$ cat src/rtl/sprite_mem_arbiter.sv
// Shared-memory arbiter between a CPU port and a sprite loader read port.
// Sprite reads are granted in bursts of up to BURST_MAX before a waiting CPU
// access is let in; the CPU gets at most STARVE_MAX back-to-back grants while
// a sprite read waits. Read data comes back one cycle after mem_read and is
// steered by a registered owner flag.
module sprite_mem_arbiter #(
   parameter int unsigned BURST_MAX  = 8,
   parameter int unsigned STARVE_MAX = 4
) (
   input  logic        clk,
   input  logic        rst_n,
   input  logic        cpu_read,
   input  logic        cpu_write,
   input  logic [15:0] cpu_address,
   input  logic [31:0] cpu_wdata,
   output logic        cpu_stall,
   output logic        cpu_rvalid,
   output logic [31:0] cpu_rdata,
   input  logic        spr_read,
   input  logic [15:0] spr_address,
   output logic        spr_grant,
   output logic        spr_rvalid,
   output logic [31:0] spr_rdata,
   output logic        mem_read,
   output logic        mem_write,
   output logic [15:0] mem_address,
   output logic [31:0] mem_wdata,
   input  logic [31:0] mem_rdata
);

   localparam int unsigned BW = $clog2(BURST_MAX + 1);
   localparam int unsigned SW = $clog2(STARVE_MAX + 1);
   localparam logic [BW-1:0] BurstMaxC  = BW'(BURST_MAX);
   localparam logic [SW-1:0] StarveMaxC = SW'(STARVE_MAX);

   typedef enum logic [0:0] {StArb, StSprBurst} state_e;

   state_e        state_q, state_d;
   logic [BW-1:0] burst_cnt_q, burst_cnt_d;
   logic [SW-1:0] starve_cnt_q, starve_cnt_d;
   logic          cpu_rvalid_q, cpu_rvalid_d;
   logic          spr_rvalid_q, spr_rvalid_d;

   logic cpu_req;
   logic arb_cpu, arb_spr;
   logic cpu_granted, spr_granted;

   assign cpu_req = cpu_read | cpu_write;

   // Arbitration and burst tracking; SPR_BURST with spr_read low falls back
   // to the ARB decision in the same cycle.
   always_comb begin
      state_d     = state_q;
      burst_cnt_d = burst_cnt_q;
      arb_cpu     = 1'b0;
      arb_spr     = 1'b0;
      if (state_q == StSprBurst && spr_read) begin
         if (burst_cnt_q == BurstMaxC && cpu_req) begin
            arb_cpu     = 1'b1;
            state_d     = StArb;
            burst_cnt_d = '0;
         end else begin
            arb_spr = 1'b1;
            if (burst_cnt_q != BurstMaxC) begin
               burst_cnt_d = burst_cnt_q + BW'(1);
            end
         end
      end else begin
         state_d     = StArb;
         burst_cnt_d = '0;
         if (cpu_req && starve_cnt_q < StarveMaxC) begin
            arb_cpu = 1'b1;
         end else if (spr_read) begin
            arb_spr     = 1'b1;
            state_d     = StSprBurst;
            burst_cnt_d = BW'(1);
         end
      end
   end

   // No access is issued while reset is held, whatever the requests say.
   assign cpu_granted = arb_cpu & rst_n;
   assign spr_granted = arb_spr & rst_n;

   // CPU starvation counter: counts CPU wins against a waiting sprite read.
   always_comb begin
      starve_cnt_d = starve_cnt_q;
      if (!spr_read || spr_granted) begin
         starve_cnt_d = '0;
      end else if (cpu_granted && starve_cnt_q != StarveMaxC) begin
         starve_cnt_d = starve_cnt_q + SW'(1);
      end
   end

   // Read owner for the data returning next cycle; writes return nothing.
   always_comb begin
      cpu_rvalid_d = cpu_granted & cpu_read;
      spr_rvalid_d = spr_granted;
   end

   // State registers.
   always_ff @(posedge clk or negedge rst_n) begin
      if (!rst_n) begin
         state_q      <= StArb;
         burst_cnt_q  <= '0;
         starve_cnt_q <= '0;
         cpu_rvalid_q <= 1'b0;
         spr_rvalid_q <= 1'b0;
      end else begin
         state_q      <= state_d;
         burst_cnt_q  <= burst_cnt_d;
         starve_cnt_q <= starve_cnt_d;
         cpu_rvalid_q <= cpu_rvalid_d;
         spr_rvalid_q <= spr_rvalid_d;
      end
   end

   // Memory port and requester-facing outputs. A write is suppressed if the
   // CPU illegally raises both strobes so the port never sees read+write.
   assign mem_read    = spr_granted | (cpu_granted & cpu_read);
   assign mem_write   = cpu_granted & cpu_write & ~cpu_read;
   assign mem_address = spr_granted ? spr_address : cpu_address;
   assign mem_wdata   = cpu_wdata;

   assign cpu_stall  = cpu_req & ~cpu_granted;
   assign spr_grant  = spr_granted;
   assign cpu_rvalid = cpu_rvalid_q;
   assign spr_rvalid = spr_rvalid_q;
   assign cpu_rdata  = mem_rdata;
   assign spr_rdata  = mem_rdata;

endmodule

$ cat config.mk
export PLATFORM = sky130hd
export DESIGN_NAME = sprite_mem_arbiter
export DESIGN_NICKNAME = d
export VERILOG_FILES = /design/src/rtl/sprite_mem_arbiter.sv
export SDC_FILE = /design/constraint.sdc
export NUM_CORES = 1
export LEC_CHECK = 0
export ABC_AREA = 1
export CORE_AREA = 4 4 83 85
export CTS_BUF_LIST = sky130_fd_sc_hd__clkbuf_4 sky130_fd_sc_hd__clkbuf_8
export DETAILED_ROUTE_END_ITERATION = 7
export DIE_AREA = 0 0 87 89
export HOLD_SLACK_MARGIN = 0.05
export PLACE_DENSITY = 0.84
export SLEW_MARGIN = 30
export SYNTH_ARGS = -nofsm -noshare
export SYNTH_HDL_FRONTEND = slang
export SYNTH_SLANG_ARGS = --single-unit
$ cat constraint.sdc
create_clock -name clk -period 4.2 [get_ports clk]
set_clock_uncertainty 0.15 [all_clocks]
set_input_delay 0.63 -clock clk [delete_from_list [all_inputs] [get_ports clk]]
set_output_delay 0.63 -clock clk [all_outputs]
set_load 0.03 [all_outputs]
==> results.sh <==
export IMPL_status="finished, final reports clean"
export IMPL_grt_busiest_layer="met2"
export IMPL_synth_nets=320
export IMPL_overflow=0
export IMPL_port_buffers=58
export IMPL_crit_path_end_kind="primary output"
export IMPL_hold_violations=0
export IMPL_syn_to_final_growth_pct=-1.15
export IMPL_route_vias_total=1028
export IMPL_setup_viol=0
export IMPL_critPathCapture="mem_address[9]"
export IMPL_post_synth_top_count_cell="buf_4"
export IMPL_postCtsSetupRepairBufs=0
export IMPL_diodes=0
export IMPL_io_pins=219
export IMPL_leakage_nw=0.701
export IMPL_yosys_area_top_type="buf_4"
export IMPL_rows=29
export IMPL_fmax_mhz=288
export IMPL_powerDensity_nw_per_um2=240
export IMPL_synthCells=215
export IMPL_min_period_ns=3.47
export IMPL_use_met1_pct=7.98
export IMPL_maxCapViolCount=0
export IMPL_ant_nets=0
export IMPL_crit_arrival_ns=2.69
export IMPL_crit_type="primary input to primary output"
export IMPL_avgViaCountPerCell=4.02
export IMPL_use_met2_pct=11.7
export IMPL_die_w_um=87
export IMPL_fillers=671
export IMPL_cp_start_kind="primary input"
export IMPL_hpwlAfterDp_mm=2.85
export IMPL_yosys_top_cells_area="buf_4 (47%), dfrtp_1 (16%), nand2_1 (14%)"
export IMPL_critPathBufInv=4
export IMPL_ys_ff_latch=10
export IMPL_r2r_end="starve_cnt_q[1]$_DFFE_PN0P_"
export IMPL_yosysSeqAreaShare_pct=16.4
export IMPL_ctsResizeCount=0
export IMPL_cts_path_max_buffers=2
export IMPL_synth_cell_area_sq_um=1530
export IMPL_nets=286
export IMPL_r2r_start="burst_cnt_q[0]$_DFFE_PN0P_"
export IMPL_cp_cell_sequence="clkdlybuf4s50_1, nand2_1, inv_2, nand2_4, nand2_4, nand2_8, inv_6, nand2_1, nand2_1, clkdlybuf4s50_1"
export IMPL_worstHoldPathType="register to register"
export IMPL_critPathMaxFanout=19
export IMPL_slew_viol_final=0
export IMPL_synth_top_cell_area_share_pct=47.2
export IMPL_cts_sinks=10
export IMPL_grt_pass1_vias=957
export IMPL_coreArea_sq_um=6200
export IMPL_post_route_util_pct=24.3
export IMPL_cts_clk_slew_worst_paths_ns=0.05
export IMPL_ir_worst_vdd_mv=0.0999
export IMPL_critPathRequiredTime_ns=3.42
export IMPL_syn_area_per_cell_sq_um=7.11
export IMPL_cpPeakStageDelay_ns=0.67
export IMPL_yosys_cell_types_count=21
export IMPL_setup_tns_final_ns=0
export IMPL_first_pass_iters=4
export IMPL_ys_async_sr_fraction_pct=100
export IMPL_ys_warn_count=0
export IMPL_grt_max_degree=20
export IMPL_place_gp_congestion=0.748
export IMPL_grt_use_total_pct=7.98
export IMPL_slew_headroom_pct=67.4
export IMPL_route_detailed_drc=0
export IMPL_antenna_found_initial=0
export IMPL_worstMarginPinSlew_ns=0.488
export IMPL_rsz0062_at_grt="false"
export IMPL_routed_wl_mm=3.43
export IMPL_reg2reg_setup_slack_ns=2.46
export IMPL_cts_htree_levels=1
export IMPL_root_buffer="clkbuf_8"
export IMPL_tritoncts="yes"
export IMPL_wire_per_inst_um=13.4
export IMPL_worstSkewPairLatency_ns=0.24
export IMPL_hold_buffers=0
export IMPL_cts_buffers=3
export IMPL_synth_edff_count=0
export IMPL_post_route_period_util_pct=82.7
export IMPL_ys_flop_type="dfrtp_1"
export IMPL_gr_usage_met3_pct=5.44
export IMPL_drtIter0Drc=27
export IMPL_synth_commonest_cells="buf_4 (96), nand2_1 (57), dfrtp_1 (10)"
export IMPL_die_area_sq_um=7740
export IMPL_cpMostUsedCell="nand2_1"
export IMPL_cpMaxStageDelayCell="clkdlybuf4s50_1"
export IMPL_die_h_um=89
export IMPL_cp_top_family="buffers and inverters"
export IMPL_cp_depth=10
export IMPL_drive_gt1_share_pct=8.38
export IMPL_r2r_cells=10
export IMPL_grt_pass1_wl_mm=4.91
export IMPL_critPathLaunch="spr_read"
export IMPL_start_util_pct=24.6
[flip-flops by register name, summed over array words and instances (netlist names)]
| signal | cells |
|---|---|
| spr_rvalid | 1 |
| cpu_rvalid | 1 |
| starve_cnt_q | 3 |
| state_q | 1 |
| burst_cnt_q | 4 |
[layer usage]
layer,routed length (um),up-vias
met1,1070,426
met4,192,0
li1,-,487
met5,0,-
met2,1560,83
met3,604,32
[through the flow]
stage / std cells / power [mW] / hold WS (ns) / area (sq um) / setup WS [ns]
2_1_floorplan: 215 / 0.356 / 0.184 / 1530 / 1.69
3_3_place_gp: 253 / 0.262 / 0.391 / 1470 / 0.749
3_5_place_dp: 253 / 0.264 / 0.424 / 1470 / 0.724
4_1_cts: 256 / 0.367 / 0.438 / 1510 / 0.714
5_1_grt: 256 / 0.382 / 0.486 / 1510 / 0.572
6_report: 256 / 0.363 / 0.428 / 1510 / 0.727
[placed cells by master (no fill, tap or decap)]
cell and count:
a21oi_1 1, and2_1 2, buf_4 1, clkbuf_8 3, clkdlybuf4s50_1 58, dfrtp_1 10, ha_1 4, inv_1 9
inv_2 2, inv_6 1, nand2_1 57, nand2_2 4, nand2_4 2, nand2_8 1, nand3_1 6, nand4_1 3
nor2_1 5, nor2_4 1, nor3_1 2, o21ai_0 4, xnor2_1 1, xor2_1 2
[power breakdown]
part	switching, mW	total (mW)	internal [mW]	leakage, nW
registers	0.00329	0.105	0.102	0.135
logic	0.0813	0.156	0.0749	0.545
clock network	0.0390	0.102	0.0629	0.0216
[worst min-delay path by stage]
stage,startpoint,cells past startpoint,to
2_1_floorplan,rst_n,0,burst_cnt_q[0]$_DFFE_PN0P_
3_3_place_gp,burst_cnt_q[3]$_DFFE_PN0P_,2,burst_cnt_q[3]$_DFFE_PN0P_
3_5_place_dp,burst_cnt_q[3]$_DFFE_PN0P_,2,burst_cnt_q[3]$_DFFE_PN0P_
4_1_cts,burst_cnt_q[3]$_DFFE_PN0P_,2,burst_cnt_q[3]$_DFFE_PN0P_
5_1_grt,burst_cnt_q[1]$_DFFE_PN0P_,2,burst_cnt_q[1]$_DFFE_PN0P_
6_report,burst_cnt_q[3]$_DFFE_PN0P_,2,burst_cnt_q[3]$_DFFE_PN0P_
[kinds of logic (layout without fill, tap and decap cells)]
family                   after synthesis  in the layout  synth area share [%]
XOR/XNOR                               3              3                  1.72
AO/OA/AOI/OAI                          5              5                  1.64
adder cells (fa/ha/maj)                4              4                  3.28
AND/OR/NAND/NOR                       83             83                  25.1
buffers and inverters                110             74                  51.9
flip-flops                            10             10                  16.4
[layout make-up]
cell class	instances	area, sq um	area share, %
inverter	12	50.0	3.31
tap	77	96.3	6.38
clock buffer	3	41.3	2.73
timing repair buffer	59	588	38.9
sequential	10	250	16.6
multi-input combinational	95	484	32.1
[worst reg2reg max path, stage by stage, from the launching register on]
cell,delay [ns]
dfrtp_1,0.41
inv_1,0.09
ha_1,0.16
nand2_2,0.06
nor2_4,0.11
nand2_2,0.08
nand2_4,0.11
nand2_4,0.08
a21oi_1,0.25
nand2_1,0.09
nor2_1,0.09
Power figures use the tool's default switching activity.
